$ cat config.mk
export PLATFORM = sky130hd
export DESIGN_NAME = seq_pattern_detector
export DESIGN_NICKNAME = d
export VERILOG_FILES = /design/src/rtl/seq_pattern_detector.sv
export SDC_FILE = /design/constraint.sdc
export NUM_CORES = 1
export LEC_CHECK = 0
export CORE_MARGIN = 1.5
export CORE_UTILIZATION = 50
export DETAILED_ROUTE_END_ITERATION = 10
export PLACE_DENSITY = 0.85
export SYNTH_ARGS = -nofsm -noshare
export SYNTH_HDL_FRONTEND = slang
export SYNTH_SLANG_ARGS = --single-unit
$ cat constraint.sdc
create_clock -name clk -period 7.8 [get_ports clk]
set_input_delay 0.78 -clock clk [delete_from_list [all_inputs] [get_ports clk]]
set_output_delay 0.78 -clock clk [all_outputs]
set_load 0.05 [all_outputs]
$ cat src/rtl/seq_pattern_detector.sv
// ---------------------------------------------------------------------------
// seq_pattern_detector
//
// Serial pattern detector for the bit-stream monitoring path. Matches a
// runtime-programmable pattern of 1..MAX_LEN bits against the most recent
// valid input bits. Supports overlapping and non-overlapping match modes.
// Produces a registered single-cycle detect pulse and a saturating match
// counter.
//
// Ports
//   clk          clock, all state updates on the rising edge
//   rst          synchronous active-high reset
//   cfg_load     load cfg_pattern / cfg_len / cfg_overlap this cycle
//   cfg_pattern  pattern, right-aligned; bit [len-1] is received first
//   cfg_len      pattern length, legal range 1..MAX_LEN
//   cfg_overlap  1 = a match's suffix may start the next match
//   cfg_err      one-cycle pulse when a cfg_load was rejected
//   in_valid     in_bit is sampled this cycle
//   in_bit       serial data bit
//   cnt_clr      clear the match counter
//   det_pulse    one-cycle pulse per match
//   det_count    saturating match count
// ---------------------------------------------------------------------------
module seq_pattern_detector #(
  parameter int                 MAX_LEN     = 8,
  parameter int                 CNT_W       = 16,
  parameter logic [MAX_LEN-1:0] DEF_PATTERN = MAX_LEN'(6),
  parameter int                 DEF_LEN     = 3,
  parameter bit                 DEF_OVERLAP = 1'b1,
  localparam int                LW          = $clog2(MAX_LEN + 1)
) (
  input  logic               clk,
  input  logic               rst,
  input  logic               cfg_load,
  input  logic [MAX_LEN-1:0] cfg_pattern,
  input  logic [LW-1:0]      cfg_len,
  input  logic               cfg_overlap,
  output logic               cfg_err,
  input  logic               in_valid,
  input  logic               in_bit,
  input  logic               cnt_clr,
  output logic               det_pulse,
  output logic [CNT_W-1:0]   det_count
);

  logic [MAX_LEN-1:0] pattern_q;
  logic [LW-1:0]      len_q;
  logic               overlap_q;
  logic [MAX_LEN-1:0] hist_q;
  logic [LW-1:0]      fill_q;

  logic [MAX_LEN-1:0] hist_next;
  logic [LW-1:0]      fill_next;
  logic [MAX_LEN-1:0] len_mask;
  logic               accept;
  logic               match;
  logic               cfg_ok;

  // The oldest history bit is shifted out every accepted bit and is never
  // compared, since len never exceeds MAX_LEN.
  logic hist_msb_unused;
  assign hist_msb_unused = hist_q[MAX_LEN-1];

  always_comb begin
    accept    = in_valid & ~cfg_load;
    hist_next = {hist_q[MAX_LEN-2:0], in_bit};
    fill_next = (fill_q == LW'(MAX_LEN)) ? fill_q : fill_q + LW'(1);

    // Bits at or above len are don't-care in the compare.
    len_mask = '0;
    for (int i = 0; i < MAX_LEN; i++) begin
      len_mask[i] = (i < int'(len_q));
    end

    // Match is judged on the post-shift history so the pulse lines up with
    // the edge that samples the final pattern bit.
    match = accept && (fill_next >= len_q) &&
            ((hist_next & len_mask) == (pattern_q & len_mask));

    cfg_ok = (cfg_len != '0) && (cfg_len <= LW'(MAX_LEN));
  end

  always_ff @(posedge clk) begin
    if (rst) begin
      pattern_q <= DEF_PATTERN;
      len_q     <= LW'(DEF_LEN);
      overlap_q <= DEF_OVERLAP;
      hist_q    <= '0;
      fill_q    <= '0;
      det_pulse <= 1'b0;
      cfg_err   <= 1'b0;
      det_count <= '0;
    end else begin
      det_pulse <= match;
      cfg_err   <= 1'b0;

      if (cfg_load) begin
        if (cfg_ok) begin
          pattern_q <= cfg_pattern;
          len_q     <= cfg_len;
          overlap_q <= cfg_overlap;
        end else begin
          cfg_err <= 1'b1;
        end
        // History is flushed even on a rejected load so the stream restarts
        // cleanly from a known point.
        hist_q <= '0;
        fill_q <= '0;
      end else if (in_valid) begin
        hist_q <= hist_next;
        // Non-overlap mode: forget all bits consumed by this match.
        fill_q <= (match && !overlap_q) ? '0 : fill_next;
      end

      if (cnt_clr) begin
        det_count <= match ? CNT_W'(1) : '0;
      end else if (match && (det_count != '1)) begin
        det_count <= det_count + CNT_W'(1);
      end
    end
  end

endmodule
==> flow_summary_export.csv, run 1 <==
group,metric,value,unit
worst_setup_path,worst-path-buf-inv,1,
power_and_ir_drop,ir_worst_vdd,140.6,uV
sta,worst_pin_slew,0.7009,ns
clock_network,cts_tree,"done",
worst_setup_path,crit_path_max_fanout,14,
logic_synthesis,yosysWarnings,0,
clock_network,clkTransAtPathRegs,0.07,ns
clock_network,ctsHoldBuffers,0,
logic_synthesis,synthAdderAreaFrac,4.159,%
sta,min_period,3.352,ns
worst_setup_path,path_class,"in -> reg",
worst_setup_path,reg2reg_slack,5.00,ns
floorplan,pin_count,37,
drt,drc,0,
worst_setup_path,cp.required,8.03,ns
floorplan,start_util,52.27,%
drt,wl_per_cell,13.25,um
run,cap_violations,0,
worst_setup_path,crit_family,"simple AND/OR/NAND/NOR gates",
place,place_ws,4.180,ns
place,io_buffer_count,36,
cells_and_area,area_growth,21.09,%
worst_setup_path,cp_num_cells,7,
logic_synthesis,syn-num-nets,264,
sta,worst_hold_slack,0.5137,ns
cells_and_area,drive_gt1_share,4.815,%
clock_network,cts_resized,0,
hold_path,holdPathStages,1,
clock_network,cts_buffers,5,
logic_synthesis,synth-edff-count,0,
outcome,outcome,"complete, no violations",
clock_network,clockBufferDepth,2,
logic_synthesis,seq_area_frac_synth,39.93,%
drt,drt_iter0_markers,88,
clock_network,cts_setup_buffers,0,
worst_setup_path,endpoint_kind,"register",
place,place_congestion,0.8527,
clock_network,clk_latency,0.29,ns
grt,grt_first_pass_wirelength,7314,um
worst_setup_path,timing.rr.start,"fill_q[0]",
logic_synthesis,avgSynthCellArea,8.848,um2
logic_synthesis,synth_top_family_by_area,"simple AND/OR/NAND/NOR gates",
grt,grt_usage,20.94,%
floorplan,die_width,67.90,um
drt,postRouteAntennaNets,0,
worst_setup_path,r2r_end,"fill_q[2]",
grt,grt_start_max_net_pins,22,
floorplan,num_rows,23,
sta,skew,0.004116,ns
worst_setup_path,max_stage_delay,0.82,ns
hold_path,holdPathEnd,"pattern_q[1]",
sta,setup_viol,0,
floorplan,dieArea,4610,um2
drt,drt_pass1_iterations,4,
clock_network,cts.sinks,42,
worst_setup_path,critPathSlowestCell,"clkdlybuf4s50_1",
place,hpwl,3174,um
logic_synthesis,yosysUniqueCellTypes,44,
floorplan,core-area,4029,um2
logic_synthesis,syn_inst,238,
drt,dr_total_vias,1783,
logic_synthesis,syn_area,2106,um2
logic_synthesis,synth_mux_area_share,8.081,%
logic_synthesis,yosys.area_share.simple,22.99,%
clock_network,htree_num_levels,2,
logic_synthesis,ys_seq_elements,42,
sta,rsz0062_at_grt,"false",
logic_synthesis,synth_compound_area_share,14.62,%
logic_synthesis,synth_xor_area_share,5.823,%
worst_setup_path,rr_worst_depth,12,
hold_path,min_path_type,"reg -> reg",
sta,max_slew_margin,53.12,%
grt,grt-ovfl-total,0,
power_and_ir_drop,powerDensity,155.1,nW/um2
cells_and_area,nNetsFinal,296,
grt,grt_pass1_vias,1660,
sta,finalSetupTns,0,ns
sta,maxSlewViolCount,0,
sta,hold_violations,0,
clock_network,clockRootBuffer,"clkbuf_8",
sta,fin_crit_sh,42.97,%
power_and_ir_drop,p_leak,0.0009354,uW
hold_path,hp-start,"pattern_q[1]",
cells_and_area,diodes,0,
worst_setup_path,worstSetupStartpointType,"primary input",
floorplan,die_h,67.90,um
drt,drt_wl_total,4241,um
logic_synthesis,synthFlopType,"dfxtp_1",
grt,antenna_found_initial,0,
worst_setup_path,cp.arrival,3.58,ns
logic_synthesis,async_flop_share,0,%
worst_setup_path,crit_chain,"clkdlybuf4s50_1 -> nor2b_1 -> o221ai_1 -> a2111o_1 -> or3_4 -> or4_1 -> a21oi_1",
drt,vias_per_cell,5.572,
sta,finalWorstSetupSlack,4.448,ns
sta,max_freq,298.3,MHz
metrics by stage:
step	util [%]	power [uW]	cells	instance area, um2
after floorplan	-	254.8	238	2106
after global placement	61.40	269.3	313	2474
after detailed placement	61.40	270.3	313	2474
after CTS	63.29	399.3	320	2550
after global routing	63.29	412.4	320	2550
final	63.29	395.5	320	2550
worst max-delay path by stage:
stage | slack (ns) | endpoint | start
after detailed placement | 4.18 | det_count[15] | in_valid
after floorplan | 5.21 | det_count[11] | in_bit
after global routing | 4.27 | det_count[15] | in_valid
after CTS | 4.48 | det_count[15] | in_valid
final | 4.45 | det_count[15] | in_valid
after global placement | 4.24 | det_count[15] | in_valid
placed cells by master, fill, tap and decap left out, types with 2 or more instances in the layout:
cell type,count
nor4b_2,2
mux2i_1,17
or3_1,4
o211ai_1,3
dfxtp_1,42
a21oi_1,15
o21a_1,2
nor2_1,27
ha_1,7
nor4_1,4
o221ai_1,2
clkbuf_8,5
inv_1,10
o21ai_0,5
a211o_1,4
or4_1,5
and3_1,7
a31o_2,2
o22ai_1,2
o31ai_1,6
nand3_1,7
nand2_1,16
clkbuf_1,2
nor3_1,5
nand2b_1,3
clkdlybuf4s50_1,36
xnor2_1,14
or2_2,2
and4_1,2
synth_stat cells (4+ instances only):
master	count	area (um2)
a211o_1	4	35.03
a21oi_1	15	75.07
and3_1	7	43.79
clkbuf_1	6	22.52
dfxtp_1	42	840.8
ha_1	7	87.58
inv_1	10	37.54
mux2i_1	17	170.2
nand2_1	16	60.06
nand3_1	7	35.03
nor2_1	27	101.4
nor3_1	5	25.02
nor4_1	4	25.02
o21ai_0	5	25.02
o31ai_1	6	45.04
or3_1	4	25.02
or4_1	5	37.54
xnor2_1	14	122.6
power by group:
part | leakage, uW | switching [uW] | internal (uW)
Combinational | 0.000556 | 19.5 | 21.4
Sequential | 0.000341 | 5.23 | 219
Clock | 0.0000383 | 68.5 | 61.6
metal layers:
metal | wire length [um] | GRT usage, %
met4 | 48 | 6.750
met1 | 2048 | 28.42
met3 | 164 | 5.592
met2 | 1980 | 32.48
met5 | 0 | 0
cell type report:
cell class	count	area, um2
clock buffer	7	76.32
fill	354	1479
inverter	10	37.54
multi-input combinational	175	1172
sequential	42	840.8
tap	50	62.56
timing repair buffer	36	360.3
cells by family after synthesis:
group                      after synthesis
adders and majority gates                7
xor gates and xnor gates                14
buffers and inverters                   21
DFF                                     42
AOI/OAI and AO/OA                       46
and+or+nand+nor                         91
muxes                                   17
state kept, by name, indices dropped and copies added, names as in the netlist:
register   cells
hist_q         7
fill_q         4
pattern_q      8
cfg_err        1
overlap_q      1
det_count     16
len_q          4
det_pulse      1
No activity file was read; power rests on OpenSTA's default activity.
==> run 2, diff against run 1 <==
Settings changed: CORE_UTILIZATION 50 to 47, PLACE_DENSITY 0.85 to 0.84.
Clock period 7.8 ns to 3 ns, I/O delays scaled along.
==> run 2 against run 1 <==
Compared with the run above:
- critical path type is now reg -> reg
- register-to-register slack worse by 4.7 ns
- via count is 1.3% higher
- highest routed layer unchanged
- final cell count increased by 1.9%
- first-iteration DRC count rose by 25%
- non-clock buffer count increased by 3
==> flow_summary_export.csv, run 2 (synthesis gave the netlist of run 1 again) <==
group,metric,value,unit
outcome,outcome,"complete, no violations",
sta,max_slew_margin,56.16,%
floorplan,num_rows,24,
worst_setup_path,endpoint_kind,"register",
sta,worst_pin_slew,0.6558,ns
worst_setup_path,cp.required,3.24,ns
drt,drt_iter0_markers,110,
floorplan,pin_count,37,
cells_and_area,final_cell_mix,"dfxtp_1, clkdlybuf4s50_1, nor2_1",
run,cap_violations,0,
grt,antenna_found_initial,0,
worst_setup_path,cp.arrival,2.95,ns
worst_setup_path,worstSetupStartpointType,"register",
drt,drt_wl_total,4282,um
worst_setup_path,startpoint,"fill_q[0]",
floorplan,core-area,4324,um2
sta,setup_viol,0,
clock_network,cts.sinks,42,
cells_and_area,largest_reg_flops,16,
worst_setup_path,max_stage_delay,0.51,ns
cells_and_area,nNetsFinal,299,
worst_setup_path,crit_family,"simple AND/OR/NAND/NOR gates",
cells_and_area,regMostFlops,"det_count",
drt,postRouteAntennaNets,0,
cells_and_area,area_growth,23.89,%
clock_network,htree_num_levels,2,
floorplan,die_h,69.94,um
hold_path,min_path_type,"reg -> reg",
clock_network,clockBufferDepth,2,
sta,hold_violations,0,
cells_and_area,drive_gt1_share,6.569,%
worst_setup_path,crit_chain,"inv_1 -> ha_1 -> nand2_1 -> nor2_1 -> xnor2_1 -> ha_1 -> nand2b_1 -> a211o_1 -> a21oi_2 -> or3_4 -> or4_1 -> a21oi_1",
cells_and_area,design_area,2609,um2
worst_setup_path,critPathSlowestCell,"or4_1",
cells_and_area,diodes,0,
clock_network,clockRootBuffer,"clkbuf_8",
power_and_ir_drop,ir_worst_vdd,331.8,uV
floorplan,die_width,69.94,um
worst_setup_path,path_class,"reg -> reg",
clock_network,ctsHoldBuffers,0,
grt,grt_start_max_net_pins,15,
hold_path,hp-start,"pattern_q[1]",
worst_setup_path,worst-path-buf-inv,1,
drt,dr_total_vias,1807,
drt,vias_per_cell,5.543,
power_and_ir_drop,powerDensity,431.8,nW/um2
sta,max_freq,368.5,MHz
worst_setup_path,crit_path_max_fanout,14,
cells_and_area,layout_commonest_cell,"dfxtp_1",
worst_setup_path,timing.rr.start,"fill_q[0]",
clock_network,clkTransAtPathRegs,0.08,ns
sta,worst_hold_slack,0.4951,ns
worst_setup_path,crit_top_cell,"ha_1",
place,io_buffer_count,36,
place,place_congestion,0.8303,
grt,grt_first_pass_wirelength,7472,um
power_and_ir_drop,p_leak,0.0009642,uW
clock_network,clk_latency,0.30,ns
grt,grt_pass1_vias,1697,
grt,grt-ovfl-total,0,
sta,maxSlewViolCount,0,
cells_and_area,largest_registers,"det_count: 16 flops, pattern_q: 8 flops, hist_q: 7 flops",
sta,min_period,2.713,ns
sta,skew,0.009866,ns
sta,fin_crit_sh,90.45,%
clock_network,cts_tree,"done",
sta,finalSetupTns,0,ns
floorplan,start_util,48.70,%
drt,drt_pass1_iterations,4,
floorplan,dieArea,4891,um2
drt,wl_per_cell,13.13,um
sta,rsz0062_at_grt,"false",
worst_setup_path,reg2reg_slack,0.29,ns
grt,grt_usage,18.88,%
drt,drc,0,
clock_network,cts_buffers,5,
place,hpwl,3177,um
place,place_area,2499,um2
[run 2: cell count changes in the layout (fill, tap and decap cells not counted)]
| cell | change |
|---|---|
| buf_4 | +3 |
| a21oi_1 | -1 |
| a21oi_2 | +1 |
| bufinv_16 | +1 |
[run 2: per-layer routing]
layer  track usage [%]  routed length (um)  part of all wire, %  vias up
li1                  -                   -                    -      923
met1             24.25                2047                   48      852
met2             30.69                2068                   48       28
met3             4.329                 133                  3.1        4
met4             7.692                  33                 0.77        0
met5                 0                   0                    0        -
[run 2: worst paths after layout]
check,depth (start not counted),endpoint
max,12,det_count[15]
min,1,pattern_q[1]
max reg2reg,12,det_count[15]
min reg2reg,1,pattern_q[1]
[run 2: repair_timing]
action,in CTS,in global routing
endpoints found under the hold margin,0,0
gates resized for setup,0,1
buffers inserted,0,0
setup endpoints to repair,0,8
[run 2: worst register-to-register path: stages, from the launching register on]
cell	delay (ns)
dfxtp_1	0.37
inv_1	0.08
ha_1	0.19
nand2_1	0.08
nor2_1	0.06
xnor2_1	0.16
ha_1	0.28
nand2b_1	0.09
a211o_1	0.13
a21oi_2	0.09
or3_4	0.45
or4_1	0.52
a21oi_1	0.15
[run 2: metrics by stage]
stage	worst slack (ns)	cells	total power, uW	utilization, %
6_report	0.2865	326	1126	60.33
4_1_cts	0.2305	326	1133	60.24
3_5_place_dp	0.2019	318	704.2	57.78
2_1_floorplan	0.4730	238	662.6	-
5_1_grt	0.05632	326	1172	60.33
3_3_place_gp	0.2353	318	702.0	57.78
[run 2: where the power goes]
| group | total (uW) | internal, uW | switching [uW] |
|---|---|---|---|
| logic | 110 | 57.8 | 51.7 |
| clock network | 434 | 249 | 185 |
| registers | 583 | 570 | 13.2 |
| total | 1130 | 877 | 250 |
[run 2: area by class of cell]
class                      instances  area (um2)
clock buffer                       7       76.32
clock inverter                     1       30.03
fill                             358        1715
inverter                          10       37.54
multi-input combinational        175        1176
sequential                        42       840.8
tap                               52       65.06
timing repair buffer              39       382.9
==> RTL edit (settings of run 2) <==
Change the parameter `DEF_OVERLAP` from 1'b1 to 1'b0.
--- a/src/rtl/seq_pattern_detector.sv
+++ b/src/rtl/seq_pattern_detector.sv
@@ -28,3 +28,3 @@
   parameter int                 DEF_LEN     = 3,
-  parameter bit                 DEF_OVERLAP = 1'b1,
+  parameter bit                 DEF_OVERLAP = 1'b0,
   localparam int                LW          = $clog2(MAX_LEN + 1)
Formal check against the unedited RTL: same outputs for any inputs over 4 cycles, from zero or initial values and one cycle with rst high; that may be too few to reach the edited logic, so the function may still have changed.
==> RTL edit against run 2 <==
  * Sequential cell count unchanged
  * Sequential power about the same
  * Utilization down 0.38 points
  * Setup slack better by 0.0092 ns
  * Synthesized area about the same
  * Cell area down 0.62%
  * Power down 4.8%
  * Routed wire length up 2.4%
  * Via count about the same
  * Largest power group unchanged
  * Highest routed layer unchanged
==> RTL edit: results (changes against run 2) <==
* Status: complete, no violations
* Lkg Pwr at 0.961 nW (-0.32%)
* First-pass GRT wire length at 7730 um (+3.5%)
* Grt met2 use at 0.321 (+0.0138)
* Clk sink count at 42 (unchanged)
* DRT iter0 DRCs at 83 (-25%)
* Met3 Track Usage GR at 0.0476 (+0.00433)
* Fraction of area in multi-input gates at 0.453 (+0.00235)
* DR vias/cell at 5.55 (about the same)
* Avg Cell Area, Syn at 8.84 um^2 (about the same)
* Syn_nets at 264 (unchanged)
* GR Util met1 at 0.246 (+0.00343)
* Vias in the first global route at 1769 (+4.2%)
* Clock Skew at 0.00796 ns (-0.00191 ns)
* Non-clock buffers, area share at 0.148 (+0.000920)
* FF/Latch Area at 841 um^2 (unchanged)
* Total global routing track utilization at 0.195 (+0.00663)
* End of the worst hold path: pattern_q[2]$_SDFFE_PP1P_
* Hold wc startpoint: pattern_q[2]$_SDFFE_PP1P_
* Pre-CTS worst setup slack at 0.232 ns (+0.0298 ns)
* Non-clock buffers at 39 (unchanged)
* Net Sw Power at 0.259 mW (+3.7%)
* Most instantiated cells after synthesis: 42 x dfxtp_1, 28 x nor2_1, 18 x mux2i_1
* Clock network share of area at 0.0352 (-0.00554)
* Filler Cells Inserted at 386 (+7.8%)
* Yosys warnings at 0 (unchanged)
* Slew headroom at 0.578 (+0.0163)
* Top post-synthesis cells by area: dfxtp_1 40%, mux2i_1 8.6%, xnor2_1 5.8%
* Share of cells above drive strength 1 at 0.0693 (+0.00365)
* Routed WL at 4390 um (+2.4%)
* Tmin final at 2.70 ns (-0.00922 ns)
-- RTL edit: per-layer routing --
metal | up-vias | routed length, um
met3 | 9 | 119
li1 | 925 | -
met1 | 842 | 2040
met2 | 32 | 2130
met4 | 0 | 102
met5 | - | 0
-- RTL edit: cells by family after synthesis --
family	Yosys count	synth area share
compound gates	45	0.142
xor+xnor	14	0.0583
fa+ha+maj	7	0.0416
buf+inv	21	0.0440
flops	42	0.400
mux	18	0.0856
simple gates	91	0.229
-- RTL edit: worst max path at each step --
stage | from | endpoint | cells after the start
2_1_floorplan | fill_q[0]$_SDFFE_PP0P_ | det_count[11]$_SDFFE_PP0P_ | 13
4_1_cts | fill_q[0]$_SDFFE_PP0P_ | fill_q[1]$_SDFFE_PP0P_ | 13
5_1_grt | fill_q[0]$_SDFFE_PP0P_ | fill_q[3]$_SDFFE_PP0P_ | 13
3_5_place_dp | cfg_load | det_count[15]$_SDFFE_PP0P_ | 7
6_report | fill_q[0]$_SDFFE_PP0P_ | det_count[15]$_SDFFE_PP0P_ | 12
3_3_place_gp | cfg_load | det_count[15]$_SDFFE_PP0P_ | 7
-- RTL edit: power groups by stage --
| stage | Combinational [mW] | Clock (mW) | Sequential, mW |
|---|---|---|---|
| floorplan | 0.0688 | 0 | 0.593 |
| global placement | 0.106 | 0 | 0.595 |
| detailed placement | 0.108 | 0 | 0.595 |
| CTS | 0.109 | 0.384 | 0.582 |
| global route | 0.122 | 0.405 | 0.584 |
| finish | 0.110 | 0.379 | 0.583 |
-- RTL edit: per-stage QoR --
stage / cell area, um^2 / hold WS, ns
floorplan: 2100 / 0.429
finish: 2590 / 0.496
global placement: 2500 / 0.473
detailed placement: 2500 / 0.480
CTS: 2590 / 0.497
global route: 2590 / 0.514
